**src/rtl/decode_pkg.sv**
```systemverilog
`default_nettype none
// ============================================================================
// Module      : decode_pkg
// Description : Shared types and decode helpers for the RV32I decode stage.
//               Opcode constants, immediate-format enum, the decoded bundle
//               struct and the combinational decode_instr() function.
//               Optional feature macro: DECODE_ILLEGAL_TRAP_EN (flags opcodes
//               outside the RV32I base set as illegal).
// Revision    : 1.0 - initial release
// ============================================================================
package decode_pkg;

    localparam int c_xlen = 32;

    localparam logic [6:0] c_opc_load     = 7'b0000011;
    localparam logic [6:0] c_opc_misc_mem = 7'b0001111;
    localparam logic [6:0] c_opc_op_imm   = 7'b0010011;
    localparam logic [6:0] c_opc_auipc    = 7'b0010111;
    localparam logic [6:0] c_opc_store    = 7'b0100011;
    localparam logic [6:0] c_opc_op       = 7'b0110011;
    localparam logic [6:0] c_opc_lui      = 7'b0110111;
    localparam logic [6:0] c_opc_branch   = 7'b1100011;
    localparam logic [6:0] c_opc_jalr     = 7'b1100111;
    localparam logic [6:0] c_opc_jal      = 7'b1101111;
    localparam logic [6:0] c_opc_system   = 7'b1110011;

    typedef enum logic [2:0] {
        IMM_I    = 3'd0,
        IMM_S    = 3'd1,
        IMM_B    = 3'd2,
        IMM_U    = 3'd3,
        IMM_J    = 3'd4,
        IMM_NONE = 3'd5
    } imm_fmt_e;

    // Raw fetch entry held in the skid buffer.
    typedef struct packed {
        logic [31:0] pc;
        logic [31:0] instr;
    } fetch_t;

    // Fully decoded bundle presented to execute.
    typedef struct packed {
        logic [31:0] pc;
        logic [6:0]  opcode;
        logic [4:0]  rd;
        logic [4:0]  rs1;
        logic [4:0]  rs2;
        logic [2:0]  funct3;
        logic [6:0]  funct7;
        logic [31:0] imm;
        logic        rd_we;
        logic        illegal;
    } decoded_t;

    function automatic imm_fmt_e imm_fmt(input logic [6:0] opc);
        imm_fmt_e fmt;
        case (opc)
            c_opc_load, c_opc_op_imm, c_opc_jalr, c_opc_system: fmt = IMM_I;
            c_opc_store:                                        fmt = IMM_S;
            c_opc_branch:                                       fmt = IMM_B;
            c_opc_lui, c_opc_auipc:                             fmt = IMM_U;
            c_opc_jal:                                          fmt = IMM_J;
            default:                                            fmt = IMM_NONE;
        endcase
        return fmt;
    endfunction

    function automatic logic writes_rd(input logic [6:0] opc);
        return (opc == c_opc_lui)  || (opc == c_opc_auipc)  || (opc == c_opc_jal) ||
               (opc == c_opc_jalr) || (opc == c_opc_load)   || (opc == c_opc_op_imm) ||
               (opc == c_opc_op);
    endfunction

    function automatic logic known_opcode(input logic [6:0] opc);
        return writes_rd(opc) || (opc == c_opc_store) || (opc == c_opc_branch) ||
               (opc == c_opc_misc_mem) || (opc == c_opc_system);
    endfunction

    function automatic decoded_t decode_instr(input logic [31:0] pc, input logic [31:0] instr);
        decoded_t d;
        d        = '0;
        d.pc     = pc;
        d.opcode = instr[6:0];
        d.rd     = instr[11:7];
        d.funct3 = instr[14:12];
        d.rs1    = instr[19:15];
        d.rs2    = instr[24:20];
        d.funct7 = instr[31:25];
        case (imm_fmt(instr[6:0]))
            IMM_I:   d.imm = {{20{instr[31]}}, instr[31:20]};
            IMM_S:   d.imm = {{20{instr[31]}}, instr[31:25], instr[11:7]};
            IMM_B:   d.imm = {{19{instr[31]}}, instr[31], instr[7], instr[30:25], instr[11:8], 1'b0};
            IMM_U:   d.imm = {instr[31:12], 12'b0};
            IMM_J:   d.imm = {{11{instr[31]}}, instr[31], instr[19:12], instr[20], instr[30:21], 1'b0};
            default: d.imm = '0;
        endcase
        // Unknown opcodes are never writers, so rd_we is already 0 for them.
        d.rd_we = writes_rd(instr[6:0]) && (instr[11:7] != 5'd0);
`ifdef DECODE_ILLEGAL_TRAP_EN
        d.illegal = !known_opcode(instr[6:0]);
        if (d.illegal) begin
            d.rd_we = 1'b0;
        end
`else
        d.illegal = 1'b0;
`endif
        return d;
    endfunction

endpackage
`default_nettype wire

```
**src/rtl/decode_if.sv**
```systemverilog
`default_nettype none
// ============================================================================
// Module      : decode_if
// Description : Fetch->decode->execute handshake bundle.
//               slave  : decode side (consumes fetch, produces decoded bundle)
//               master : environment side (fetch producer / execute consumer)
//               Ports : in_valid/in_pc/in_instr/in_ready (fetch handshake),
//                       flush, out_valid/out_ready and decoded out_* fields.
// Revision    : 1.0 - initial release
// ============================================================================
import decode_pkg::*;

interface decode_if;
    logic                in_valid;
    logic [c_xlen-1:0]   in_pc;
    logic [31:0]         in_instr;
    logic                in_ready;
    logic                flush;
    logic                out_valid;
    logic                out_ready;
    logic [c_xlen-1:0]   out_pc;
    logic [6:0]          out_opcode;
    logic [4:0]          out_rd;
    logic [4:0]          out_rs1;
    logic [4:0]          out_rs2;
    logic [2:0]          out_funct3;
    logic [6:0]          out_funct7;
    logic [31:0]         out_imm;
    logic                out_rd_we;
    logic                out_illegal;

    modport slave (
        input  in_valid, in_pc, in_instr, flush, out_ready,
        output in_ready, out_valid, out_pc, out_opcode, out_rd, out_rs1, out_rs2,
               out_funct3, out_funct7, out_imm, out_rd_we, out_illegal
    );

    modport master (
        output in_valid, in_pc, in_instr, flush, out_ready,
        input  in_ready, out_valid, out_pc, out_opcode, out_rd, out_rs1, out_rs2,
               out_funct3, out_funct7, out_imm, out_rd_we, out_illegal
    );
endinterface
`default_nettype wire

```
**src/rtl/decode_skid_buffer.sv**
```systemverilog
`default_nettype none
// ============================================================================
// Module      : decode_skid_buffer
// Description : 2-entry FIFO of {pc, instr} in front of the decode output
//               register. Flush and reset empty it; flush beats push.
//               Ports : clk, rst_n, i_push, i_pop, i_flush, i_data,
//                       o_head (oldest entry), o_full, o_empty.
// Revision    : 1.0 - initial release
// ============================================================================
module decode_skid_buffer
    import decode_pkg::*;
(
    input  wire logic   clk,
    input  wire logic   rst_n,
    input  wire logic   i_push,
    input  wire logic   i_pop,
    input  wire logic   i_flush,
    input  fetch_t      i_data,
    output fetch_t      o_head,
    output logic        o_full,
    output logic        o_empty
);

    fetch_t      r_mem [2];
    logic        r_wr_ptr;
    logic        r_rd_ptr;
    logic [1:0]  r_count;

    logic        w_do_push;
    logic        w_do_pop;

    assign o_full    = (r_count == 2'd2);
    assign o_empty   = (r_count == 2'd0);
    assign o_head    = r_mem[r_rd_ptr];
    assign w_do_push = i_push && !o_full && !i_flush;
    assign w_do_pop  = i_pop && !o_empty && !i_flush;

    // Storage carries no reset; only the pointers/count define occupancy.
    always_ff @(posedge clk) begin
        if (w_do_push) begin
            r_mem[r_wr_ptr] <= i_data;
        end
    end

    always_ff @(posedge clk) begin
        if (!rst_n || i_flush) begin
            r_wr_ptr <= 1'b0;
            r_rd_ptr <= 1'b0;
            r_count  <= 2'd0;
        end else begin
            if (w_do_push) begin
                r_wr_ptr <= ~r_wr_ptr;
            end
            if (w_do_pop) begin
                r_rd_ptr <= ~r_rd_ptr;
            end
            case ({w_do_push, w_do_pop})
                2'b10:   r_count <= r_count + 2'd1;
                2'b01:   r_count <= r_count - 2'd1;
                default: r_count <= r_count;
            endcase
        end
    end

endmodule
`default_nettype wire

```
**src/rtl/decode_stage.sv**
```systemverilog
`default_nettype none
// ============================================================================
// Module      : decode_stage
// Description : RV32I decode stage. Fetch entries pass through a 2-entry skid
//               buffer (or bypass it when empty) into a registered decoded
//               output. Capacity is 3 instructions, order preserved.
//               Optional feature macro: DECODE_ILLEGAL_TRAP_EN.
//               Ports : clk, rst_n (sync, active-low), bus (decode_if.slave).
//               Parameters : XLEN (32 only), PC_INITIAL (out_pc when idle).
// Revision    : 1.0 - initial release
// ============================================================================
module decode_stage
    import decode_pkg::*;
#(
    parameter int          XLEN       = 32,
    parameter logic [31:0] PC_INITIAL = 32'h8000_0000
) (
    input  wire logic   clk,
    input  wire logic   rst_n,
    decode_if.slave     bus
);

    logic [XLEN-1:0] w_in_pc;
    fetch_t          w_in_data;
    fetch_t          w_fifo_head;
    fetch_t          w_src;
    logic            w_fifo_full;
    logic            w_fifo_empty;
    logic            w_accept;
    logic            w_load_out;
    logic            w_pop;
    logic            w_push;
    decoded_t        w_dec_next;
    decoded_t        w_idle;

    decoded_t        r_out;
    logic            r_out_valid;

    assign w_in_pc   = bus.in_pc;
    assign w_in_data = '{pc: w_in_pc, instr: bus.in_instr};

    // Held low through reset so fetch never pushes into a resetting pipe.
    assign bus.in_ready = rst_n && !w_fifo_full;
    assign w_accept     = bus.in_valid && bus.in_ready;

    // Output register is free when empty or being consumed this cycle.
    assign w_load_out = !r_out_valid || bus.out_ready;
    assign w_pop      = w_load_out && !w_fifo_empty;
    // Input bypasses the FIFO only when the FIFO is empty and the output
    // register is free; otherwise it queues behind older entries.
    assign w_push     = w_accept && !(w_load_out && w_fifo_empty);

    assign w_src      = w_fifo_empty ? w_in_data : w_fifo_head;
    assign w_dec_next = decode_instr(w_src.pc, w_src.instr);

    always_comb begin
        w_idle    = '0;
        w_idle.pc = PC_INITIAL;
    end

    decode_skid_buffer u_skid (
        .clk     (clk),
        .rst_n   (rst_n),
        .i_push  (w_push),
        .i_pop   (w_pop),
        .i_flush (bus.flush),
        .i_data  (w_in_data),
        .o_head  (w_fifo_head),
        .o_full  (w_fifo_full),
        .o_empty (w_fifo_empty)
    );

    always_ff @(posedge clk) begin
        if (!rst_n || bus.flush) begin
            r_out_valid <= 1'b0;
            r_out       <= w_idle;
        end else if (w_load_out) begin
            if (!w_fifo_empty || w_accept) begin
                r_out_valid <= 1'b1;
                r_out       <= w_dec_next;
            end else begin
                r_out_valid <= 1'b0;
                r_out       <= w_idle;
            end
        end
    end

    assign bus.out_valid   = r_out_valid;
    assign bus.out_pc      = r_out.pc;
    assign bus.out_opcode  = r_out.opcode;
    assign bus.out_rd      = r_out.rd;
    assign bus.out_rs1     = r_out.rs1;
    assign bus.out_rs2     = r_out.rs2;
    assign bus.out_funct3  = r_out.funct3;
    assign bus.out_funct7  = r_out.funct7;
    assign bus.out_imm     = r_out.imm;
    assign bus.out_rd_we   = r_out.rd_we;
    assign bus.out_illegal = r_out.illegal;

endmodule
`default_nettype wire

```
**src/flat_wrapper.sv**
```systemverilog
// flat-port wrapper written by rule: the top's interface ports become plain ports
module decode_stage_flat import decode_pkg::*;
#(
    parameter int          XLEN       = 32,
    parameter logic [31:0] PC_INITIAL = 32'h8000_0000
)
  (clk, rst_n, bus_in_valid, bus_in_pc, bus_in_instr, bus_flush, bus_out_ready, bus_in_ready, bus_out_valid, bus_out_pc, bus_out_opcode, bus_out_rd, bus_out_rs1, bus_out_rs2, bus_out_funct3, bus_out_funct7, bus_out_imm, bus_out_rd_we, bus_out_illegal);
  decode_if bus_i ();
  input  wire logic clk;
  input  wire logic rst_n;
  input wire logic [$bits(bus_i.in_valid)-1:0] bus_in_valid;
  input wire logic [$bits(bus_i.in_pc)-1:0] bus_in_pc;
  input wire logic [$bits(bus_i.in_instr)-1:0] bus_in_instr;
  input wire logic [$bits(bus_i.flush)-1:0] bus_flush;
  input wire logic [$bits(bus_i.out_ready)-1:0] bus_out_ready;
  output wire logic [$bits(bus_i.in_ready)-1:0] bus_in_ready;
  output wire logic [$bits(bus_i.out_valid)-1:0] bus_out_valid;
  output wire logic [$bits(bus_i.out_pc)-1:0] bus_out_pc;
  output wire logic [$bits(bus_i.out_opcode)-1:0] bus_out_opcode;
  output wire logic [$bits(bus_i.out_rd)-1:0] bus_out_rd;
  output wire logic [$bits(bus_i.out_rs1)-1:0] bus_out_rs1;
  output wire logic [$bits(bus_i.out_rs2)-1:0] bus_out_rs2;
  output wire logic [$bits(bus_i.out_funct3)-1:0] bus_out_funct3;
  output wire logic [$bits(bus_i.out_funct7)-1:0] bus_out_funct7;
  output wire logic [$bits(bus_i.out_imm)-1:0] bus_out_imm;
  output wire logic [$bits(bus_i.out_rd_we)-1:0] bus_out_rd_we;
  output wire logic [$bits(bus_i.out_illegal)-1:0] bus_out_illegal;
  assign bus_i.in_valid = bus_in_valid;
  assign bus_i.in_pc = bus_in_pc;
  assign bus_i.in_instr = bus_in_instr;
  assign bus_i.flush = bus_flush;
  assign bus_i.out_ready = bus_out_ready;
  assign bus_in_ready = bus_i.in_ready;
  assign bus_out_valid = bus_i.out_valid;
  assign bus_out_pc = bus_i.out_pc;
  assign bus_out_opcode = bus_i.out_opcode;
  assign bus_out_rd = bus_i.out_rd;
  assign bus_out_rs1 = bus_i.out_rs1;
  assign bus_out_rs2 = bus_i.out_rs2;
  assign bus_out_funct3 = bus_i.out_funct3;
  assign bus_out_funct7 = bus_i.out_funct7;
  assign bus_out_imm = bus_i.out_imm;
  assign bus_out_rd_we = bus_i.out_rd_we;
  assign bus_out_illegal = bus_i.out_illegal;
  decode_stage #(.XLEN(XLEN), .PC_INITIAL(PC_INITIAL)) u_core (.clk(clk), .rst_n(rst_n), .bus(bus_i));
endmodule
```
**config.mk**
```make
export PLATFORM = sky130hd
export DESIGN_NAME = decode_stage_flat
export DESIGN_NICKNAME = d
export VERILOG_FILES = /design/src/rtl/decode_pkg.sv /design/src/rtl/decode_if.sv /design/src/rtl/decode_skid_buffer.sv /design/src/rtl/decode_stage.sv /design/src/flat_wrapper.sv
export SDC_FILE = /design/constraint.sdc
export NUM_CORES = 1
export LEC_CHECK = 0
export CORE_UTILIZATION = 30
export CTS_CLUSTER_DIAMETER = 100
export DETAILED_ROUTE_END_ITERATION = 12
export PLACE_DENSITY = 0.63
export SYNTH_ARGS = -nofsm -noshare
export SYNTH_HDL_FRONTEND = slang
export SYNTH_SLANG_ARGS = --single-unit
```
**constraint.sdc**
```tcl
create_clock -name clk -period 4.64 [get_ports clk]
set_clock_uncertainty 0.1 [all_clocks]
set_input_delay 0.928 -clock clk [delete_from_list [all_inputs] [get_ports clk]]
set_output_delay 0.928 -clock clk [all_outputs]
set_load 0.005 [all_outputs]
```
==> results of run 1 <==
==> report_power, final <==
group	switching, µW	internal (µW)
Clock	805	1210
Sequential	7.23	2170
Combinational	119	103
Total	932	3490
==> how the worst max path moves through the flow <==
| stage | start | end | slack (ps) | depth (start not counted) |
|---|---|---|---|---|
| 2_1_floorplan | rst_n | u_core.u_skid.r_mem[0][0] | -260 | 4 |
| 3_3_place_gp | bus_in_instr[3] | u_core.bus.out_imm[0] | 1080 | 9 |
| 3_5_place_dp | bus_in_instr[3] | u_core.bus.out_imm[0] | 1030 | 9 |
| 4_1_cts | rst_n | bus_in_ready | 1290 | 3 |
| 5_1_grt | rst_n | bus_in_ready | 1200 | 3 |
| 6_report | rst_n | bus_in_ready | 1280 | 3 |
==> metal layers <==
metal	GRT usage, %	share of wire, %
met4	4.56	2.5
met5	0	0
met1	20.7	45
met2	24.2	47
met3	2.84	6.0
==> flip-flops by register name, indices dropped and copies added, names as in the netlist, named ones only <==
name / flops
u_core.bus.out_valid: 1
u_core.bus.out_opcode: 7
u_core.u_skid.r_wr_ptr: 1
u_core.bus.out_rs2: 5
u_core.u_skid.r_count: 2
u_core.bus.out_funct3: 3
u_core.bus.out_rs1: 5
u_core.bus.out_rd: 5
u_core.u_skid.r_rd_ptr: 1
u_core.bus.out_funct7: 7
u_core.u_skid.r_mem: 128
u_core.bus.out_imm: 32
u_core.bus.out_rd_we: 1
u_core.bus.out_pc: 32
==> final cells by class <==
| class | instances | area [µm²] |
|---|---|---|
| clock buffer | 39 | 781 |
| clock inverter | 9 | 75.1 |
| fill | 2856 | 17700 |
| inverter | 4 | 15.0 |
| multi-input combinational | 494 | 3010 |
| sequential | 231 | 5910 |
| tap | 390 | 488 |
| timing repair buffer | 180 | 1770 |
==> synth_stat cells, types with 4 or more instances <==
library cell  number
a21oi_1           44
a22oi_1           50
a31oi_1            5
a32oi_1            6
buf_1              7
buf_2              6
buf_4              4
buf_6              4
clkbuf_1          33
dfxtp_1          103
edfxtp_1         128
mux2i_1           62
nand2_1           81
nor2_1           120
nor3_1             7
o21ai_0           52
o21ai_2           19
==> critical path, cell delays in order <==
cell	delay, ps
clkdlybuf4s50_1	570
a21boi_0	280
clkdlybuf4s50_1	560
==> cell families after synthesis <==
family,synth area share (%)
multiplexers,7.71
XOR/XNOR,0.383
flip-flops,64.6
buffers and inverters,2.96
AND/OR/NAND/NOR,10.5
adder cells (fa/ha/maj),0.137
AO/OA/AOI/OAI,13.6
other,0.0410
==> through the flow <==
step | hold WS [ps] | setup TNS, ps | setup slack [ps]
6_report | 354 | 0 | 1280
5_1_grt | 380 | 0 | 1200
4_1_cts | 356 | 0 | 1290
3_5_place_dp | 342 | 0 | 1030
3_3_place_gp | 341 | 0 | 1080
2_1_floorplan | 342 | -32850 | -257
==> reports/metrics.cfg, run 1 <==
[pwr]
max-vdd-ir-drop_mv = 0.198
total_power_uw = 4420
leakagePower_uw = 0.00397
powerDensity_nw_per_um2 = 366

[floorplanning]
core_um2 = 29800
start_util_pct = 30.7
rows = 63
die_y_um = 177
die_w_um = 177
dieArea_um2 = 31200
ios = 169

[setup_path]
crit_path_start_kind = input port
critPathCaptureType = primary output
crit_type = in -> out
r2r_end = u_core.bus.out_imm[0]
worstPathArrival_ps = 2340
reg2reg_depth = 8
critical_path_required_ps = 3610
path_max_fanout = 4
r2r_slack_ps = 1510
r2r-start = u_core.u_skid.r_count[0]

[route]
routed_wl_um = 23900
viasPerCell = 4.73
ant_nets = 0
first_pass_iters = 5
wl_per_cell_um = 17.7
vias = 6378
drc_errors = 0
drtIter0Drc = 422

[global_routing]
grt_max_degree = 77
antenna_found_initial = 0
grt_pass1_wl_um = 36300
overflow = 0
grt_pass1_vias = 6093
grt.total_usage_pct = 15.1

[cts]
cts_max_level = 1
cts_tree = yes
post_cts_buffers = 0
clk_pin_slew_ps = 60
hold_buffers = 0
clock_latency_ps = 520
ctsRootBufferMaster = clkbuf_16
cts_resized = 0
cts.sinks = 231
cts_buffer_depth = 3
cts_made_buffers = 26

[logic_synthesis]
synth_top_area_share_pct = 42.1
synth_edf_count = 128
synth_fp_nets = 853
async_flop_share_pct = 0
synth_area_per_cell_um2 = 11.7
syn_area_um2 = 9140
synth_area_leaders = edfxtp_1 (42%), dfxtp_1 (23%), mux2i_1 (6.8%)
ys.flop_type = edfxtp_1
synth-seq-cells = 231
synth.largest_area_cell = edfxtp_1
ys_types = 51
syn-instance-count = 783
yosysSeqAreaShare_pct = 64.6
synth_warnings = 0

[placement]
dp_hpwl_um = 15900
gp_congestion = 0.807
dp.cells = 1299
place_area_um2 = 11200
io_buffers = 167

[timing]
finalSetupViolCount = 0
finalCritPeriodShare_pct = 72.5
slew_headroom_pct = 30.6
max_freq_mhz = 297
min_period_ps = 3360
rsz0062_at_grt = no
hold_viol_final = 0
tightest_slew_ps = 1040
final-max-slew-violation-count = 0

[hold_path]
hold_end = u_core.bus.out_imm[25]
hold_depth = 2
worstHoldStart = u_core.bus.out_imm[25]
holdCritPathClass = reg -> reg

[finish]
area_growth_pct = 31.9
fin_util_pct = 40.4
drive_above_1_share_pct = 10.4
stdcell_area_um2 = 12100
final_common_cell = clkdlybuf4s50_1
final_nets = 1007
stdcell_count = 1347
antenna_cells = 0
final_cell_mix = clkdlybuf4s50_1 (167), edfxtp_1 (128), nor2_1 (116)

[run]
cap_violations = 0

[outcome]
status = finished, final reports clean

Note: power is estimated with default switching activity, not from simulation.
==> run 2: changes to the inputs <==
==> constraint.sdc (replaced) <==
create_clock -name clk -period 2.8 [get_ports clk]
set_clock_uncertainty 0.1 [all_clocks]
set_input_delay 0.56 -clock clk [delete_from_list [all_inputs] [get_ports clk]]
set_output_delay 0.56 -clock clk [all_outputs]
set_load 0.005 [all_outputs]
==> run 2 against run 1 <==
Final cell count rose by 1.8%. Critical path depth rose by 1. Clock power rose by 47%. Utilization rose by 0.47 points. Setup slack got worse by 1100 ps. Combinational power rose by 75%. Largest power group unchanged. Highest routed layer unchanged.
==> reports/metrics.cfg, run 2 (synthesis results as in run 1) <==
[setup_path]
worstPathArrival_ps = 1960  ; was 2340 ps
path_max_fanout = 2  ; was 4
critPathMostFrequentCell = clkdlybuf4s50_1  ; unchanged
critical_path_required_ps = 2140  ; was 3610 ps
slowest_delay_ps = 540  ; was 570 ps
worstPathCellList = clkdlybuf4s50_1 -> a21boi_0 -> buf_4 -> clkdlybuf4s50_1  ; was clkdlybuf4s50_1 -> a21boi_0 -> clkdlybuf4s50_1
critPathCaptureType = primary output  ; unchanged
crit_type = in -> out  ; unchanged
crit_path_start_kind = input port  ; unchanged
critPathSlowestCell = clkdlybuf4s50_1  ; unchanged

[cts]
cts_max_level = 1  ; unchanged
hold_buffers = 0  ; unchanged
clock_latency_ps = 510  ; was 520 ps
cts_buffer_depth = 3  ; unchanged
ctsRootBufferMaster = clkbuf_16  ; unchanged
post_cts_buffers = 0  ; unchanged
clk_pin_slew_ps = 50  ; was 60 ps
cts_tree = yes  ; unchanged
cts_resized = 0  ; unchanged
cts_made_buffers = 25  ; was 26
cts.sinks = 231  ; unchanged

[floorplanning]
start_util_pct = 30.7  ; unchanged
core_um2 = 29800  ; unchanged
ios = 169  ; unchanged
die_w_um = 177  ; unchanged
dieArea_um2 = 31200  ; unchanged
die_y_um = 177  ; unchanged
rows = 63  ; unchanged

[finish]
final_cell_mix = clkdlybuf4s50_1 (167), edfxtp_1 (128), nor2_1 (116)  ; unchanged
drive_above_1_share_pct = 11.8  ; was 10.4%
max_flop_register = u_core.u_skid.r_mem  ; unchanged
area_growth_pct = 33.4  ; was 31.9%
final_nets = 1032  ; was 1007
num-fill-cells = 2831  ; was 2856
final_common_cell = clkdlybuf4s50_1  ; unchanged
fin_util_pct = 40.9  ; was 40.4%
largest_reg_flops = 128  ; unchanged

[timing]
final-max-slew-violation-count = 0  ; unchanged
slew_headroom_pct = 49.0  ; was 30.6%
max_freq_mhz = 381
hold_viol_final = 0  ; unchanged
rsz0062_at_grt = no  ; unchanged
finalCritPeriodShare_pct = 93.7
min_period_ps = 2620
finalSetupViolCount = 0  ; unchanged
setup_tns_ps = 0  ; unchanged
tightest_slew_ps = 765  ; was 1040 ps

[route]
wl_per_cell_um = 17.5  ; was 17.7 µm
drtIter0Drc = 509  ; was 422
vias = 6520  ; was 6378
ant_nets = 0  ; unchanged
viasPerCell = 4.76  ; was 4.73
first_pass_iters = 4  ; was 5
routed_wl_um = 24000  ; was 23900 µm
drc_errors = 0  ; unchanged

[global_routing]
overflow = 0  ; unchanged
antenna_found_initial = 1  ; was 0
grt.total_usage_pct = 15.3  ; was 15.1%
grt_max_degree = 62  ; was 77
grt_pass1_vias = 6345  ; was 6093
grt_pass1_wl_um = 36800  ; was 36300 µm

[pwr]
total_power_uw = 6960  ; was 4420 µW
powerDensity_nw_per_um2 = 571  ; was 366 nW/µm²
leakagePower_uw = 0.00405  ; was 0.00397 µW
max-vdd-ir-drop_mv = 0.350  ; was 0.198 mV

[hold_path]
holdCritPathClass = reg -> reg  ; unchanged

[placement]
io_buffers = 167  ; unchanged
dp_hpwl_um = 16600  ; was 15900 µm
gp_congestion = 0.798  ; was 0.807

[run]
cap_violations = 0  ; unchanged

[outcome]
status = finished, final reports clean  ; unchanged

-- run 2: cell count changes in the layout (fill, tap and decap cells not counted), sizes merged --
| cell | delta |
|---|---|
| buf | +26 |
| bufinv | -1 |
| clkbuf | +1 |
| clkinv | -2 |
| clkinvlp | -1 |
| diode | +1 |
-- run 2: cell type report --
cell class	count	area, µm²	share of cell area, %
Sequential cell	231	5910	48.5
Multi-Input combinational cell	494	3010	24.7
Timing Repair Buffer	206	2030	16.6
Clock buffer	40	712	5.84
Tap cell	390	488	4.00
Clock inverter	5	21.3	0.174
Inverter	4	15.0	0.123
Antenna cell	1	2.50	0.0205
-- run 2: critical path, delay by kind of cell --
family                 cells  cell delay, ps
AO/OA/AOI/OAI              1             190
buffers and inverters      3            1210
-- run 2: stage by stage --
stage	instances	setup WS, ps	cell area, µm²	hold slack (ps)
after floorplan	783	-667	9140	342
after global placement	1325	-59.9	11500	336
after detailed placement	1325	-43.9	11500	340
after CTS	1370	51.8	12200	353
after global routing	1370	35.2	12200	376
final	1371	176	12200	350
-- run 2: final timing paths --
check | from | end | slack (ps) | cells past startpoint
worst max-delay path | rst_n | bus_in_ready | 180 | 4
worst min register to register | u_core.bus.out_imm[29] | u_core.bus.out_imm[29] | 350 | 2
worst max register to register | u_core.u_skid.r_count[1] | u_core.bus.out_imm[1] | 300 | 8
worst min-delay path | u_core.bus.out_imm[29] | u_core.bus.out_imm[29] | 350 | 2
-- run 2: layer usage --
metal	GRT usage, %	wire length, µm
met5	0	0
met4	4.49	553
met3	3.21	1650
met2	23.6	10900
met1	21.5	11000
-- run 2: power breakdown --
group / switching, µW / leakage [µW] / internal [µW]
Combinational: 205 / 0.00171 / 184
Sequential: 11.4 / 0.00198 / 3590
Clock: 1240 / 0.000356 / 1730
Total: 1460 / 0.00405 / 5500
